==> config.mk <==
export PLATFORM = sky130hd
export DESIGN_NAME = matrix_keypad_scan
export DESIGN_NICKNAME = d
export VERILOG_FILES = /design/src/rtl/matrix_keypad_scan.sv
export SDC_FILE = /design/constraint.sdc
export NUM_CORES = 1
export LEC_CHECK = 0
export ABC_AREA = 1
export CAP_MARGIN = 15
export CORE_AREA = 2 2 82 84
export DETAILED_ROUTE_END_ITERATION = 10
export DIE_AREA = 0 0 84 86
export MAX_ROUTING_LAYER = met4
export PLACE_DENSITY = 0.78
export SETUP_SLACK_MARGIN = 0.05
export SLEW_MARGIN = 40
export SYNTH_ARGS = -nofsm -noshare
export SYNTH_HDL_FRONTEND = slang
export SYNTH_SLANG_ARGS = --single-unit
==> constraint.sdc <==
create_clock -name clk -period 5.6 [get_ports clk]
set_input_delay 1.12 -clock clk [delete_from_list [all_inputs] [get_ports clk]]
set_output_delay 1.12 -clock clk [all_outputs]
set_load 0.005 [all_outputs]
==> src/rtl/matrix_keypad_scan.sv <==
// Scans a ROWS x COLS passive key matrix, debounces each key and reports press events.
// Optional auto-repeat of the last pressed key is enabled by defining KEYPAD_AUTOREPEAT_EN.
module matrix_keypad_scan #(
   parameter int ROWS       = 4,
   parameter int COLS       = 4,
   parameter int SCAN_DIV   = 256,
   parameter int DEB_FRAMES = 4,
   parameter int CW         = 6
`ifdef KEYPAD_AUTOREPEAT_EN
   ,
   parameter int REPEAT_DELAY = 16,
   parameter int REPEAT_RATE  = 4
`endif
) (
   input  logic                 clk,
   input  logic                 rst,
   output logic [COLS-1:0]      col_o,
   input  logic [ROWS-1:0]      row_i,
   output logic [ROWS*COLS-1:0] keys,
   output logic                 press_valid,
   output logic [CW-1:0]        press_code,
   output logic                 overrun,
   output logic                 frame_tick
);

   localparam int NK    = ROWS * COLS;
   localparam int DIV_W = $clog2(SCAN_DIV);
   localparam int COL_W = (COLS > 1) ? $clog2(COLS) : 1;
   localparam int ROW_W = (ROWS > 1) ? $clog2(ROWS) : 1;
   localparam int CNT_W = (DEB_FRAMES > 1) ? $clog2(DEB_FRAMES) : 1;

   localparam logic [CNT_W-1:0] CNT_MAX  = CNT_W'(DEB_FRAMES - 1);
   localparam logic [DIV_W-1:0] DIV_LAST = DIV_W'(SCAN_DIV - 1);
   localparam logic [COL_W-1:0] COL_LAST = COL_W'(COLS - 1);

   logic [ROWS-1:0]  row_p0, row_p1;
   logic             active;
   logic [DIV_W-1:0] div_q, div_nxt;
   logic [COL_W-1:0] col_q, col_nxt;
   logic [CNT_W-1:0] cnt_q [NK];

   logic             sample;
   logic [ROWS-1:0]  raw, cur_key, nxt_key, rise;
   logic [CNT_W-1:0] cur_cnt [ROWS];
   logic [CNT_W-1:0] nxt_cnt [ROWS];

   logic             ev_hit, ev_multi;
   logic [ROW_W-1:0] ev_row;
   logic [CW-1:0]    ev_code;
   logic             rep_hit;
   logic [CW-1:0]    trk_code;

   // Stage p0/p1: row synchroniser, idles at "released"
   always_ff @(posedge clk) begin
      if (rst) begin
         row_p0 <= '1;
         row_p1 <= '1;
      end else begin
         row_p0 <= row_i;
         row_p1 <= row_p0;
      end
   end

   // Scan sequencer; the first edge out of reset only arms it so slot cycle 0 is a full cycle
   always_comb begin
      div_nxt = div_q;
      col_nxt = col_q;
      if (active) begin
         if (div_q == DIV_LAST) begin
            div_nxt = '0;
            col_nxt = (col_q == COL_LAST) ? '0 : col_q + 1'b1;
         end else begin
            div_nxt = div_q + 1'b1;
         end
      end
   end

   always_ff @(posedge clk) begin
      if (rst) begin
         active <= 1'b0;
         div_q  <= '0;
         col_q  <= '0;
         col_o  <= '1;
      end else begin
         active <= 1'b1;
         div_q  <= div_nxt;
         col_q  <= col_nxt;
         col_o  <= ~(COLS'(1) << col_nxt);
      end
   end

   assign sample = active && (div_q == DIV_LAST);
   assign raw    = ~row_p1;

   // Debounce step for the keys of the column currently driven
   always_comb begin
      for (int r = 0; r < ROWS; r++) begin
         cur_key[r] = 1'b0;
         cur_cnt[r] = '0;
         for (int c = 0; c < COLS; c++) begin
            if (col_q == COL_W'(c)) begin
               cur_key[r] = keys[r*COLS + c];
               cur_cnt[r] = cnt_q[r*COLS + c];
            end
         end
         nxt_key[r] = cur_key[r];
         nxt_cnt[r] = '0;
         if (raw[r] != cur_key[r]) begin
            if (cur_cnt[r] == CNT_MAX)
               nxt_key[r] = ~cur_key[r];
            else
               nxt_cnt[r] = cur_cnt[r] + 1'b1;
         end
         rise[r] = ~cur_key[r] & nxt_key[r];
      end
   end

   always_ff @(posedge clk) begin
      if (rst) begin
         keys <= '0;
         for (int k = 0; k < NK; k++) cnt_q[k] <= '0;
      end else if (sample) begin
         for (int r = 0; r < ROWS; r++) begin
            for (int c = 0; c < COLS; c++) begin
               if (col_q == COL_W'(c)) begin
                  keys[r*COLS + c]  <= nxt_key[r];
                  cnt_q[r*COLS + c] <= nxt_cnt[r];
               end
            end
         end
      end
   end

   // Lowest row wins; any further rising key in the same sample is an overrun
   always_comb begin
      ev_hit   = 1'b0;
      ev_multi = 1'b0;
      ev_row   = '0;
      for (int r = 0; r < ROWS; r++) begin
         if (rise[r]) begin
            if (ev_hit) begin
               ev_multi = 1'b1;
            end else begin
               ev_hit = 1'b1;
               ev_row = ROW_W'(r);
            end
         end
      end
   end

   assign ev_code = CW'(ev_row) * CW'(COLS) + CW'(col_q);

`ifdef KEYPAD_AUTOREPEAT_EN
   localparam int REP_MAX = (REPEAT_DELAY > REPEAT_RATE) ? REPEAT_DELAY : REPEAT_RATE;
   localparam int REP_W   = $clog2(REP_MAX + 1);

   logic             trk_vld, rep_first, trk_due;
   logic [ROW_W-1:0] trk_row;
   logic [COL_W-1:0] trk_col;
   logic [REP_W-1:0] rep_cnt, rep_tgt;

   assign trk_due  = sample && trk_vld && (col_q == trk_col);
   assign rep_tgt  = rep_first ? REP_W'(REPEAT_DELAY) : REP_W'(REPEAT_RATE);
   assign rep_hit  = trk_due && !ev_hit && nxt_key[trk_row] && (rep_cnt + 1'b1 == rep_tgt);
   assign trk_code = CW'(trk_row) * CW'(COLS) + CW'(trk_col);

   // A fresh press always retargets tracking, even when it suppresses a due repeat
   always_ff @(posedge clk) begin
      if (rst) begin
         trk_vld   <= 1'b0;
         rep_first <= 1'b0;
         trk_row   <= '0;
         trk_col   <= '0;
         rep_cnt   <= '0;
      end else if (sample && ev_hit) begin
         trk_vld   <= 1'b1;
         rep_first <= 1'b1;
         trk_row   <= ev_row;
         trk_col   <= col_q;
         rep_cnt   <= '0;
      end else if (trk_due) begin
         if (!nxt_key[trk_row]) begin
            trk_vld <= 1'b0;
         end else if (rep_hit) begin
            rep_cnt   <= '0;
            rep_first <= 1'b0;
         end else begin
            rep_cnt <= rep_cnt + 1'b1;
         end
      end
   end
`else
   assign rep_hit  = 1'b0;
   assign trk_code = '0;
`endif

   // Stage out: event strobes, one cycle after the sample edge
   always_ff @(posedge clk) begin
      if (rst) begin
         press_valid <= 1'b0;
         press_code  <= '0;
         overrun     <= 1'b0;
         frame_tick  <= 1'b0;
      end else begin
         press_valid <= sample && (ev_hit || rep_hit);
         press_code  <= (sample && ev_hit) ? ev_code : (rep_hit ? trk_code : '0);
         overrun     <= sample && ev_multi;
         frame_tick  <= sample && (col_q == COL_LAST);
      end
   end

endmodule

==> results of run 1 <==
==> how the worst max path moves through the flow <==
stage,start,to,slack [ns]
finish,col_q[0]$_SDFF_PP0_,overrun$_SDFF_PP0_,2.62
floorplan,col_q[0]$_SDFF_PP0_,overrun$_SDFF_PP0_,3.31
detailed placement,rst,cnt_q[0][2]$_SDFFCE_PN0P_,2.39
CTS,col_q[0]$_SDFF_PP0_,overrun$_SDFF_PP0_,2.61
global route,col_q[0]$_SDFF_PP0_,overrun$_SDFF_PP0_,2.23
global placement,rst,cnt_q[0][3]$_SDFFCE_PN0P_,2.48
==> layer usage <==
metal	vias up	GRT usage (%)	part of all wire (%)	routed length [um]
li1	1298	-	-	-
met1	1219	28.6	47	3260
met2	69	32.1	46	3210
met3	10	5.00	5.8	405
met4	0	7.48	1.5	103
met5	-	-	0	0
==> cell type report <==
class | instances | area share, %
clock buffers | 13 | 4.31
well taps | 77 | 2.44
inverters | 43 | 4.09
repair buffers | 32 | 8.12
multi-input cells | 252 | 32.9
flip-flops and latches | 78 | 47.7
clock inverters | 3 | 0.444
==> logic make-up after synthesis <==
kind of cell	Yosys count	share of synthesized area [%]
and+or+nand+nor	180	24.1
DFF	78	55.4
AOI/OAI and AO/OA	56	9.32
buffers and inverters	54	6.48
adders and majority gates	9	3.31
xor gates and xnor gates	5	1.29
other	1	0.110
==> critical path, cell delays in order, from the launching register on <==
cell	delay, ns
sky130_fd_sc_hd__dfxtp_1	0.37
sky130_fd_sc_hd__inv_1	0.13
sky130_fd_sc_hd__ha_1	0.38
sky130_fd_sc_hd__inv_1	0.15
sky130_fd_sc_hd__nor2_1	0.41
sky130_fd_sc_hd__nand2_1	0.10
sky130_fd_sc_hd__nand2_1	0.07
sky130_fd_sc_hd__o21ai_0	0.08
sky130_fd_sc_hd__o21ai_0	0.25
sky130_fd_sc_hd__ha_1	0.19
sky130_fd_sc_hd__inv_1	0.05
sky130_fd_sc_hd__nor2_1	0.12
sky130_fd_sc_hd__nand3_1	0.20
sky130_fd_sc_hd__inv_1	0.10
sky130_fd_sc_hd__nand2_1	0.06
sky130_fd_sc_hd__o21ai_0	0.15
sky130_fd_sc_hd__nor2_1	0.06
==> power by group through the flow <==
stage	logic (uW)	registers [uW]	clock network, uW
after global routing	43.9	611	435
after CTS	38.3	610	406
after detailed placement	38.1	623	0
after global placement	37.1	622	0
final	38.2	609	400
after floorplan	26.5	621	0
==> state kept, by name (all words and copies together), names as in the netlist, 2 cells and up <==
register / flops
row_p1: 4
col_q: 2
cnt_q: 32
press_code: 4
row_p0: 4
col_o: 4
keys: 16
div_q: 8
==> layout by cell type (no fill, tap or decap), types with 10 or more instances in the layout <==
cell type                         instances
sky130_fd_sc_hd__nand2_1                 95
sky130_fd_sc_hd__nor2_1                  49
sky130_fd_sc_hd__dfxtp_1                 46
sky130_fd_sc_hd__inv_1                   39
sky130_fd_sc_hd__edfxtp_1                32
sky130_fd_sc_hd__clkdlybuf4s50_1         32
sky130_fd_sc_hd__o21ai_0                 23
sky130_fd_sc_hd__a21oi_1                 19
sky130_fd_sc_hd__nand3_1                 11
sky130_fd_sc_hd__clkbuf_8                10
==> through the flow <==
stage	std cells	util (%)	hold slack, ns
4_1_cts	498	62.9	0.416
3_3_place_gp	482	59.9	0.396
2_1_floorplan	384	-	0.389
5_1_grt	498	62.9	0.427
6_report	498	62.9	0.415
3_5_place_dp	482	59.9	0.397
==> impl_metrics.py, run 1 <==
metrics = {
    "place": {
        "dp.final_hpwl_mm": 5.15,
        "post-place-ws_ns": 2.39,
        "gp_congestion": 0.944,
        "port_buffers": 32,
        "placed_area_um2": 3760,
    },
    "clock_tree": {
        "clk_latency_ns": 0.36,
        "holdBufCountCts": 0,
        "cts_max_path_buffers": 2,
        "cts_setup_buffers": 0,
        "cts_buffers": 9,
        "clkSlewWorstSetupHoldPaths_ns": 0.08,
        "tritoncts": "built",
        "maximum_level_of_the_cts_h_tree": 3,
        "clk_root_buffer_cell": "sky130_fd_sc_hd__clkbuf_8",
        "cts.sink_count": 78,
        "cts_resized": 0,
    },
    "grt": {
        "global_route.usage.total_pct": 21.4,
        "maximum_number_of_pins_on_one_net_before_global_route_repair": 17,
        "gr-total-overflow": 0,
        "via_count_of_the_first_global_routing_pass": 2479,
        "antenna_found_initial": 0,
        "grt_pass1_wl_mm": 11.7,
    },
    "yosys": {
        "ys_types": 32,
        "synth.cells.most_frequent": "sky130_fd_sc_hd__nand2_1 (95), sky130_fd_sc_hd__nor2_1 (49), sky130_fd_sc_hd__dfxtp_1 (46)",
        "synth_area_leaders": "sky130_fd_sc_hd__edfxtp_1 (28%), sky130_fd_sc_hd__dfxtp_1 (27%), sky130_fd_sc_hd__nand2_1 (10%), sky130_fd_sc_hd__nor2_1 (5.4%), sky130_fd_sc_hd__inv_1 (4.3%)",
        "synth-seq-cells": 78,
        "avgSynthCellArea_um2": 8.87,
        "synthesis.instances": 383,
        "post_synth_instance_area_um2": 3400,
        "ys_seq_area_share_pct": 55.4,
        "synth-edff-count": 32,
        "post-synth-top-area-cell": "sky130_fd_sc_hd__edfxtp_1",
        "synth_flop_cell": "sky130_fd_sc_hd__dfxtp_1",
        "synth.top_cell.area_share_pct": 28.3,
        "async_set_or_reset_flop_fraction_in_the_synthesized_netlist_pct": 0,
        "synth_most_common_cell": "sky130_fd_sc_hd__nand2_1",
        "ys_warn_count": 0,
    },
    "die": {
        "die_height_um": 86,
        "die_w_um": 84,
        "die-area_um2": 7220,
        "core_region_area_um2": 6280,
        "floorplan.io_pins": 35,
        "initial_core_util_pct": 54.1,
        "row_count": 29,
    },
    "critical_path": {
        "kind_of_critical_path": "register to register",
        "reg2reg_to": "overrun$_SDFF_PP0_",
        "crit_path_end_kind": "register",
        "timing.critical_path.required_ns": 5.85,
        "worstSetupStartpointType": "register",
        "r2r.worst_path.cells": 16,
        "timing.critical_path.fanout_max": 7,
        "critical_path_arrival_ns": 3.23,
        "regToRegStartpoint": "col_q[0]$_SDFF_PP0_",
        "setup_slack_of_the_worst_register_to_register_path_ns": 2.62,
    },
    "power": {
        "share_comb_of_total_power_pct": 3.6,
        "internal_power_uw": 817,
        "worst_ir_drop_vdd_mv": 0.213,
        "p_per_area_nw_per_um2": 265,
        "switching_part_of_the_total_pct": 22.0,
        "clock_power_share_pct": 38.2,
        "finalPower_uw": 1050,
        "power_frac_seq_pct": 58.2,
        "power.switching_uw": 230,
        "power_leakage_uw": 0.00165,
    },
    "min_path": {
        "holdCritStartpoint": "row_p0[3]$_SDFF_PP1_",
        "hold_path_depth": 1,
        "worst_hold_path_type": "register to register",
        "min_delay_worst_endpoint": "row_p1[3]$_SDFF_PP1_",
    },
    "layout": {
        "multi_input_comb_area_um2": 1300,
        "final.fill_count": 529,
        "seq_area_um2": 1880,
        "syn2layout_area_growth_pct": 16.2,
        "post_route_cells_drive_above_1_share_pct": 10.5,
        "finish.net_count": 431,
        "final_design_area_no_fill_um2": 3950,
        "n_antenna_cell": 0,
    },
    "sta": {
        "report.final.slew_viol_count": 0,
        "grt_setup_unrepaired": "false",
        "hold_violations": 0,
        "clock.fmax_mhz": 335,
        "final-setup-viol-count": 0,
        "fin_crit_sh_pct": 53.2,
        "final.min_clock_period_ns": 2.98,
        "transition_time_at_the_pin_with_the_least_slew_margin_ns": 0.684,
        "max-slew-margin-rel_pct": 53.9,
        "clock-skew-final_ns": 0.0152,
        "setup_total_negative_slack_ns": 0,
        "worst_slack_ns": 2.62,
    },
    "detailed_routing": {
        "avgRoutedWirePerCell_um": 14.0,
        "vias": 2596,
        "ant_nets": 0,
        "drt_wl_total_mm": 6.98,
        "initialDrtViolationCount": 169,
        "vias_per_std_cell": 5.21,
        "detailedRoute.firstPassIterationCount": 4,
        "detail_route.drc_violations": 0,
    },
    "outcome": {
        "status": "finished clean",
    },
    "run": {
        "max-cap-violations": 0,
    },
}
Power figures use the tool's default switching activity.
==> inputs of run 2 (changes only) <==
- CORE_AREA: 2 2 82 84 -> 2 2 85 87
- DIE_AREA: 0 0 84 86 -> 0 0 87 89
- PLACE_DENSITY: 0.78 -> 0.76
- clock period: 5.6 -> 2.62 ns (I/O delays scaled with it)
==> impl_metrics.py, run 2 (synthesized netlist as in run 1, its figures left out) <==
metrics = {
    "layout": {
        "post_route_cells_drive_above_1_share_pct": 14.7,
        "final_design_area_no_fill_um2": 4060,
        "finish.net_count": 444,
        "largest_register_ff_count": 32,
        "mostFrequentLayoutCell": "sky130_fd_sc_hd__nand2_1",
        "regMostFlops": "cnt_q",
        "biggestRegsByFlops": "cnt_q (32), keys (16), div_q (8)",
        "syn2layout_area_growth_pct": 19.4,
        "most-common-layout-cells": "sky130_fd_sc_hd__nand2_1 (95), sky130_fd_sc_hd__nor2_1 (48), sky130_fd_sc_hd__dfxtp_1 (44)",
        "final.fill_count": 570,
        "layout.core_utilization_pct": 60.4,
        "n_antenna_cell": 0,
    },
    "power": {
        "share_comb_of_total_power_pct": 3.9,
        "worst_ir_drop_vdd_mv": 0.372,
        "internal_power_uw": 1760,
        "finalPower_uw": 2250,
        "power_frac_seq_pct": 57.9,
        "p_per_area_nw_per_um2": 554,
        "switching_part_of_the_total_pct": 21.7,
        "power.switching_uw": 489,
        "power_leakage_uw": 0.00172,
        "clock_power_share_pct": 38.2,
    },
    "clock_tree": {
        "clk_latency_ns": 0.35,
        "cts_buffers": 9,
        "clkSlewWorstSetupHoldPaths_ns": 0.08,
        "clk_root_buffer_cell": "sky130_fd_sc_hd__clkbuf_8",
        "holdBufCountCts": 0,
        "maximum_level_of_the_cts_h_tree": 3,
        "cts.sink_count": 78,
        "cts_max_path_buffers": 2,
        "tritoncts": "built",
    },
    "detailed_routing": {
        "vias_per_std_cell": 5.17,
        "drt_wl_total_mm": 7.46,
        "vias": 2659,
        "detailedRoute.firstPassIterationCount": 4,
        "avgRoutedWirePerCell_um": 14.5,
        "detail_route.drc_violations": 0,
        "initialDrtViolationCount": 260,
        "ant_nets": 0,
    },
    "critical_path": {
        "critical_path_arrival_ns": 2.52,
        "crit_path_end_kind": "register",
        "timing.critical_path.fanout_max": 7,
        "timing.critical_path.required_ns": 2.86,
        "kind_of_critical_path": "register to register",
        "worstSetupStartpointType": "register",
    },
    "grt": {
        "antenna_found_initial": 0,
        "via_count_of_the_first_global_routing_pass": 2622,
        "maximum_number_of_pins_on_one_net_before_global_route_repair": 16,
        "gr-usage-met2_pct": 33.5,
        "gr-total-overflow": 0,
        "met1_usage_pct": 27.8,
        "grt_pass1_wl_mm": 12.3,
        "grtUsageMet3_pct": 3.97,
        "grt-busiest-layer": "met2",
        "global_route.usage.total_pct": 21.5,
    },
    "sta": {
        "clock.fmax_mhz": 438,
        "setup_total_negative_slack_ns": 0,
        "final-setup-viol-count": 0,
        "final.min_clock_period_ns": 2.28,
        "grt_setup_unrepaired": "false",
        "fin_crit_sh_pct": 87.1,
        "hold_violations": 0,
        "report.final.slew_viol_count": 0,
        "finalHoldWorstSlack_ns": 0.413,
        "clock-skew-final_ns": 0.0125,
    },
    "place": {
        "port_buffers": 32,
        "gp_congestion": 0.932,
        "dp.final_hpwl_mm": 5.43,
        "placed_area_um2": 3860,
    },
    "die": {
        "die_w_um": 87,
        "floorplan.io_pins": 35,
        "core_region_area_um2": 6720,
        "die_height_um": 89,
        "die-area_um2": 7740,
        "initial_core_util_pct": 50.6,
        "row_count": 30,
    },
    "outcome": {
        "status": "finished clean",
    },
    "min_path": {
        "worst_hold_path_type": "register to register",
    },
    "run": {
        "max-cap-violations": 0,
    },
}
## run 2: power by group through the flow
stage | registers (uW) | logic (uW) | clock network (uW)
2_1_floorplan | 1330 | 56.6 | 0
3_3_place_gp | 1330 | 84.9 | 0
5_1_grt | 1310 | 100 | 908
4_1_cts | 1300 | 87.3 | 865
6_report | 1300 | 88.1 | 858
3_5_place_dp | 1330 | 86.9 | 0
## run 2: timing repair
| action | in CTS | in global routing |
|---|---|---|
| resized for setup | 0 | 11 |
| setup endpoints to repair | 0 | 17 |
| buffers inserted | 0 | 0 |
## run 2: layout make-up
class	instances	area [um^2]	area share, %
tap	80	100	2.47
sequential	78	1890	46.5
timing repair buffer	45	418	10.3
multi-input combinational	252	1310	32.3
inverter	43	161	3.98
clock inverter	5	50.0	1.23
clock buffer	11	131	3.24
## run 2: final timing paths
| path | startpoint | end | slack (ns) | cells after the start |
|---|---|---|---|---|
| worst max register to register | col_q[0]$_SDFF_PP0_ | press_code[2]$_SDFF_PP0_ | 0.34 | 17 |
| worst min-delay path | row_p0[0]$_SDFF_PP1_ | row_p1[0]$_SDFF_PP1_ | 0.41 | 1 |
| worst min register to register | row_p0[0]$_SDFF_PP1_ | row_p1[0]$_SDFF_PP1_ | 0.41 | 1 |
| worst max-delay path | col_q[0]$_SDFF_PP0_ | press_code[2]$_SDFF_PP0_ | 0.34 | 17 |
## run 2: critical path, cell delays in order (launching register included)
cell and delay [ns]:
sky130_fd_sc_hd__dfxtp_2 0.38, sky130_fd_sc_hd__inv_2 0.07, sky130_fd_sc_hd__ha_2 0.18, sky130_fd_sc_hd__inv_1 0.08, sky130_fd_sc_hd__nor2_2 0.04, sky130_fd_sc_hd__buf_4 0.16, sky130_fd_sc_hd__a22o_1 0.19, sky130_fd_sc_hd__nand2_1 0.07
sky130_fd_sc_hd__nand2_1 0.05, sky130_fd_sc_hd__o21ai_0 0.09, sky130_fd_sc_hd__inv_1 0.07, sky130_fd_sc_hd__ha_1 0.21, sky130_fd_sc_hd__inv_1 0.06, sky130_fd_sc_hd__nor2_1 0.04, sky130_fd_sc_hd__nand2_1 0.11, sky130_fd_sc_hd__nand2_1 0.11
sky130_fd_sc_hd__o21ai_2 0.19, sky130_fd_sc_hd__nor2_1 0.07
## run 2: through the flow
stage	std cells	worst slack, ns
floorplan	384	0.325
global placement	498	0.230
detailed placement	498	0.149
CTS	514	0.126
global route	514	0.0969
finish	514	0.339
## run 2: routing by layer
layer  vias to the layer above  wire [um]
li1                       1326          -
met1                      1228       3290
met2                        89       3540
met3                        16        474
met4                         0        161
met5                         -          0
==> inputs of run 3 (changes only) <==
==> constraint.sdc (replaced) <==
create_clock -name clk -period 2.62 [get_ports clk]
set_input_delay 0.786 -clock clk [delete_from_list [all_inputs] [get_ports clk]]
set_output_delay 0.786 -clock clk [all_outputs]
set_load 0.005 [all_outputs]
==> impl_metrics.py, run 3 (synthesized netlist as in run 1, its figures left out) <==
metrics = {
    "detailed_routing": {
        "drt_wl_total_mm": 7.46,
        "ant_nets": 0,
        "avgRoutedWirePerCell_um": 14.5,
        "detail_route.drc_violations": 0,
        "vias": 2563,
        "detailedRoute.firstPassIterationCount": 5,
        "initialDrtViolationCount": 129,
        "vias_per_std_cell": 5.00,
    },
    "layout": {
        "final.fill_count": 555,
        "multi_input_comb_area_um2": 1320,
        "syn2layout_area_growth_pct": 19.8,
        "biggestRegsByFlops": "cnt_q (32), keys (16), div_q (8)",
        "seq_area_um2": 1890,
        "regMostFlops": "cnt_q",
        "most-common-layout-cells": "sky130_fd_sc_hd__nand2_1 (93), sky130_fd_sc_hd__nor2_1 (48), sky130_fd_sc_hd__dfxtp_1 (44)",
        "final_design_area_no_fill_um2": 4070,
        "largest_register_ff_count": 32,
        "n_antenna_cell": 0,
        "finish.net_count": 443,
        "post_route_cells_drive_above_1_share_pct": 14.5,
        "mostFrequentLayoutCell": "sky130_fd_sc_hd__nand2_1",
        "stdcell_count": 513,
    },
    "clock_tree": {
        "maximum_level_of_the_cts_h_tree": 3,
        "clk_latency_ns": 0.35,
        "cts.sink_count": 78,
        "clkSlewWorstSetupHoldPaths_ns": 0.08,
        "cts_max_path_buffers": 2,
        "clk_root_buffer_cell": "sky130_fd_sc_hd__clkbuf_8",
        "cts_buffers": 9,
        "tritoncts": "built",
    },
    "critical_path": {
        "critical_path.cell_chain": "inv_1 > ha_1 > inv_1 > nor2_1 > buf_4 > nand2_1 > nand2_1 > o21ai_0 > o21ai_1 > ha_1 > inv_1 > nor2_2 > nand3_2 > inv_1 > nand2_1 > o21ai_0 > nor2_1",
        "worstSetupStartpointType": "register",
        "critPathBufInv": 5,
        "crit_path_end_kind": "register",
        "r2r.worst_path.cells": 17,
        "critical_path.startpoint": "col_q[0]$_SDFF_PP0_",
        "reg2reg_to": "overrun$_SDFF_PP0_",
        "critical_path_arrival_ns": 2.59,
        "crit_path_top_delay_cell": "sky130_fd_sc_hd__dfxtp_4",
        "cp-endpoint": "overrun$_SDFF_PP0_",
        "setup_slack_of_the_worst_register_to_register_path_ns": 0.27,
        "critical_path.top_delay_family": "simple AND/OR/NAND/NOR gates",
        "critical_path.most_common_cell": "sky130_fd_sc_hd__inv_1",
        "timing.critical_path.required_ns": 2.87,
        "critical_path.max_stage_delay_ns": 0.36,
        "regToRegStartpoint": "col_q[0]$_SDFF_PP0_",
        "timing.critical_path.fanout_max": 7,
        "kind_of_critical_path": "register to register",
        "critical_path_depth": 17,
    },
    "power": {
        "p_per_area_nw_per_um2": 558,
        "finalPower_uw": 2270,
        "power_leakage_uw": 0.00172,
        "worst_ir_drop_vdd_mv": 0.477,
    },
    "die": {
        "die_w_um": 87,
        "initial_core_util_pct": 50.6,
        "die-area_um2": 7740,
        "row_count": 30,
        "core_region_area_um2": 6720,
        "die_height_um": 89,
        "floorplan.io_pins": 35,
    },
    "grt": {
        "maximum_number_of_pins_on_one_net_before_global_route_repair": 16,
        "gr-total-overflow": 0,
        "grt-busiest-layer": "met2",
        "met1_usage_pct": 27.2,
        "gr-usage-met2_pct": 33.7,
        "via_count_of_the_first_global_routing_pass": 2500,
        "antenna_found_initial": 0,
        "global_route.usage.total_pct": 21.5,
        "grtUsageMet3_pct": 5.08,
        "grt_pass1_wl_mm": 12.0,
    },
    "outcome": {
        "status": "finished clean",
    },
    "place": {
        "placed_area_um2": 3850,
        "port_buffers": 32,
        "dp.cells": 497,
        "dp.final_hpwl_mm": 5.46,
        "gp_congestion": 0.975,
    },
    "run": {
        "max-cap-violations": 0,
    },
    "sta": {
        "report.final.slew_viol_count": 0,
        "hold_violations": 0,
        "final.min_clock_period_ns": 2.35,
        "clock-skew-final_ns": 0.00578,
        "final-setup-viol-count": 0,
        "setup_total_negative_slack_ns": 0,
        "grt_setup_unrepaired": "false",
        "fin_crit_sh_pct": 89.6,
        "clock.fmax_mhz": 426,
    },
    "min_path": {
        "worst_hold_path_type": "register to register",
    },
}
-- run 3: worst min-delay path by stage --
stage | from | endpoint | slack, ns | cells past startpoint
CTS | row_p0[2]$_SDFF_PP1_ | row_p1[2]$_SDFF_PP1_ | 0.41 | 1
floorplan | row_p0[0]$_SDFF_PP1_ | row_p1[0]$_SDFF_PP1_ | 0.39 | 1
finish | row_p0[2]$_SDFF_PP1_ | row_p1[2]$_SDFF_PP1_ | 0.41 | 1
global route | row_p0[0]$_SDFF_PP1_ | row_p1[0]$_SDFF_PP1_ | 0.42 | 1
global placement | row_p0[3]$_SDFF_PP1_ | row_p1[3]$_SDFF_PP1_ | 0.39 | 1
detailed placement | row_p0[2]$_SDFF_PP1_ | row_p1[2]$_SDFF_PP1_ | 0.39 | 1
-- run 3: routing by layer --
| metal | routed length, um | part of all wire (%) |
|---|---|---|
| met5 | 0 | 0 |
| met4 | 89 | 1.2 |
| met3 | 427 | 5.7 |
| met2 | 3550 | 48 |
| met1 | 3400 | 46 |
-- run 3: repair_timing --
| item | 4_1_cts | 5_1_grt |
|---|---|---|
| hold buffers | 0 | 0 |
| endpoints found under the setup margin | 0 | 14 |
| buffers inserted | 0 | 0 |
| resized for setup | 0 | 13 |
-- run 3: where the power goes --
part	internal, uW	switching, uW	total (uW)	leakage [uW]
registers	1290	11.9	1300	0.000699
logic	32.6	54.2	86.8	0.000916
clock network	454	427	881	0.000102
total	1780	493	2270	0.00172
-- run 3: cell type report --
type	count	area share, %
inverter	43	3.97
multi-input combinational	252	32.3
clock inverter	2	0.277
timing repair buffer	44	10.1
sequential	78	46.4
clock buffer	14	4.52
tap	80	2.46
-- run 3: through the flow --
step           setup slack [ns]  hold WS [ns]  utilization, %
3_5_place_dp              0.138         0.392            57.3
4_1_cts                   0.123         0.410            60.2
3_3_place_gp              0.228         0.393            57.3
6_report                  0.273         0.409            60.6
5_1_grt                  0.0583         0.416            60.6
2_1_floorplan             0.325         0.389               -
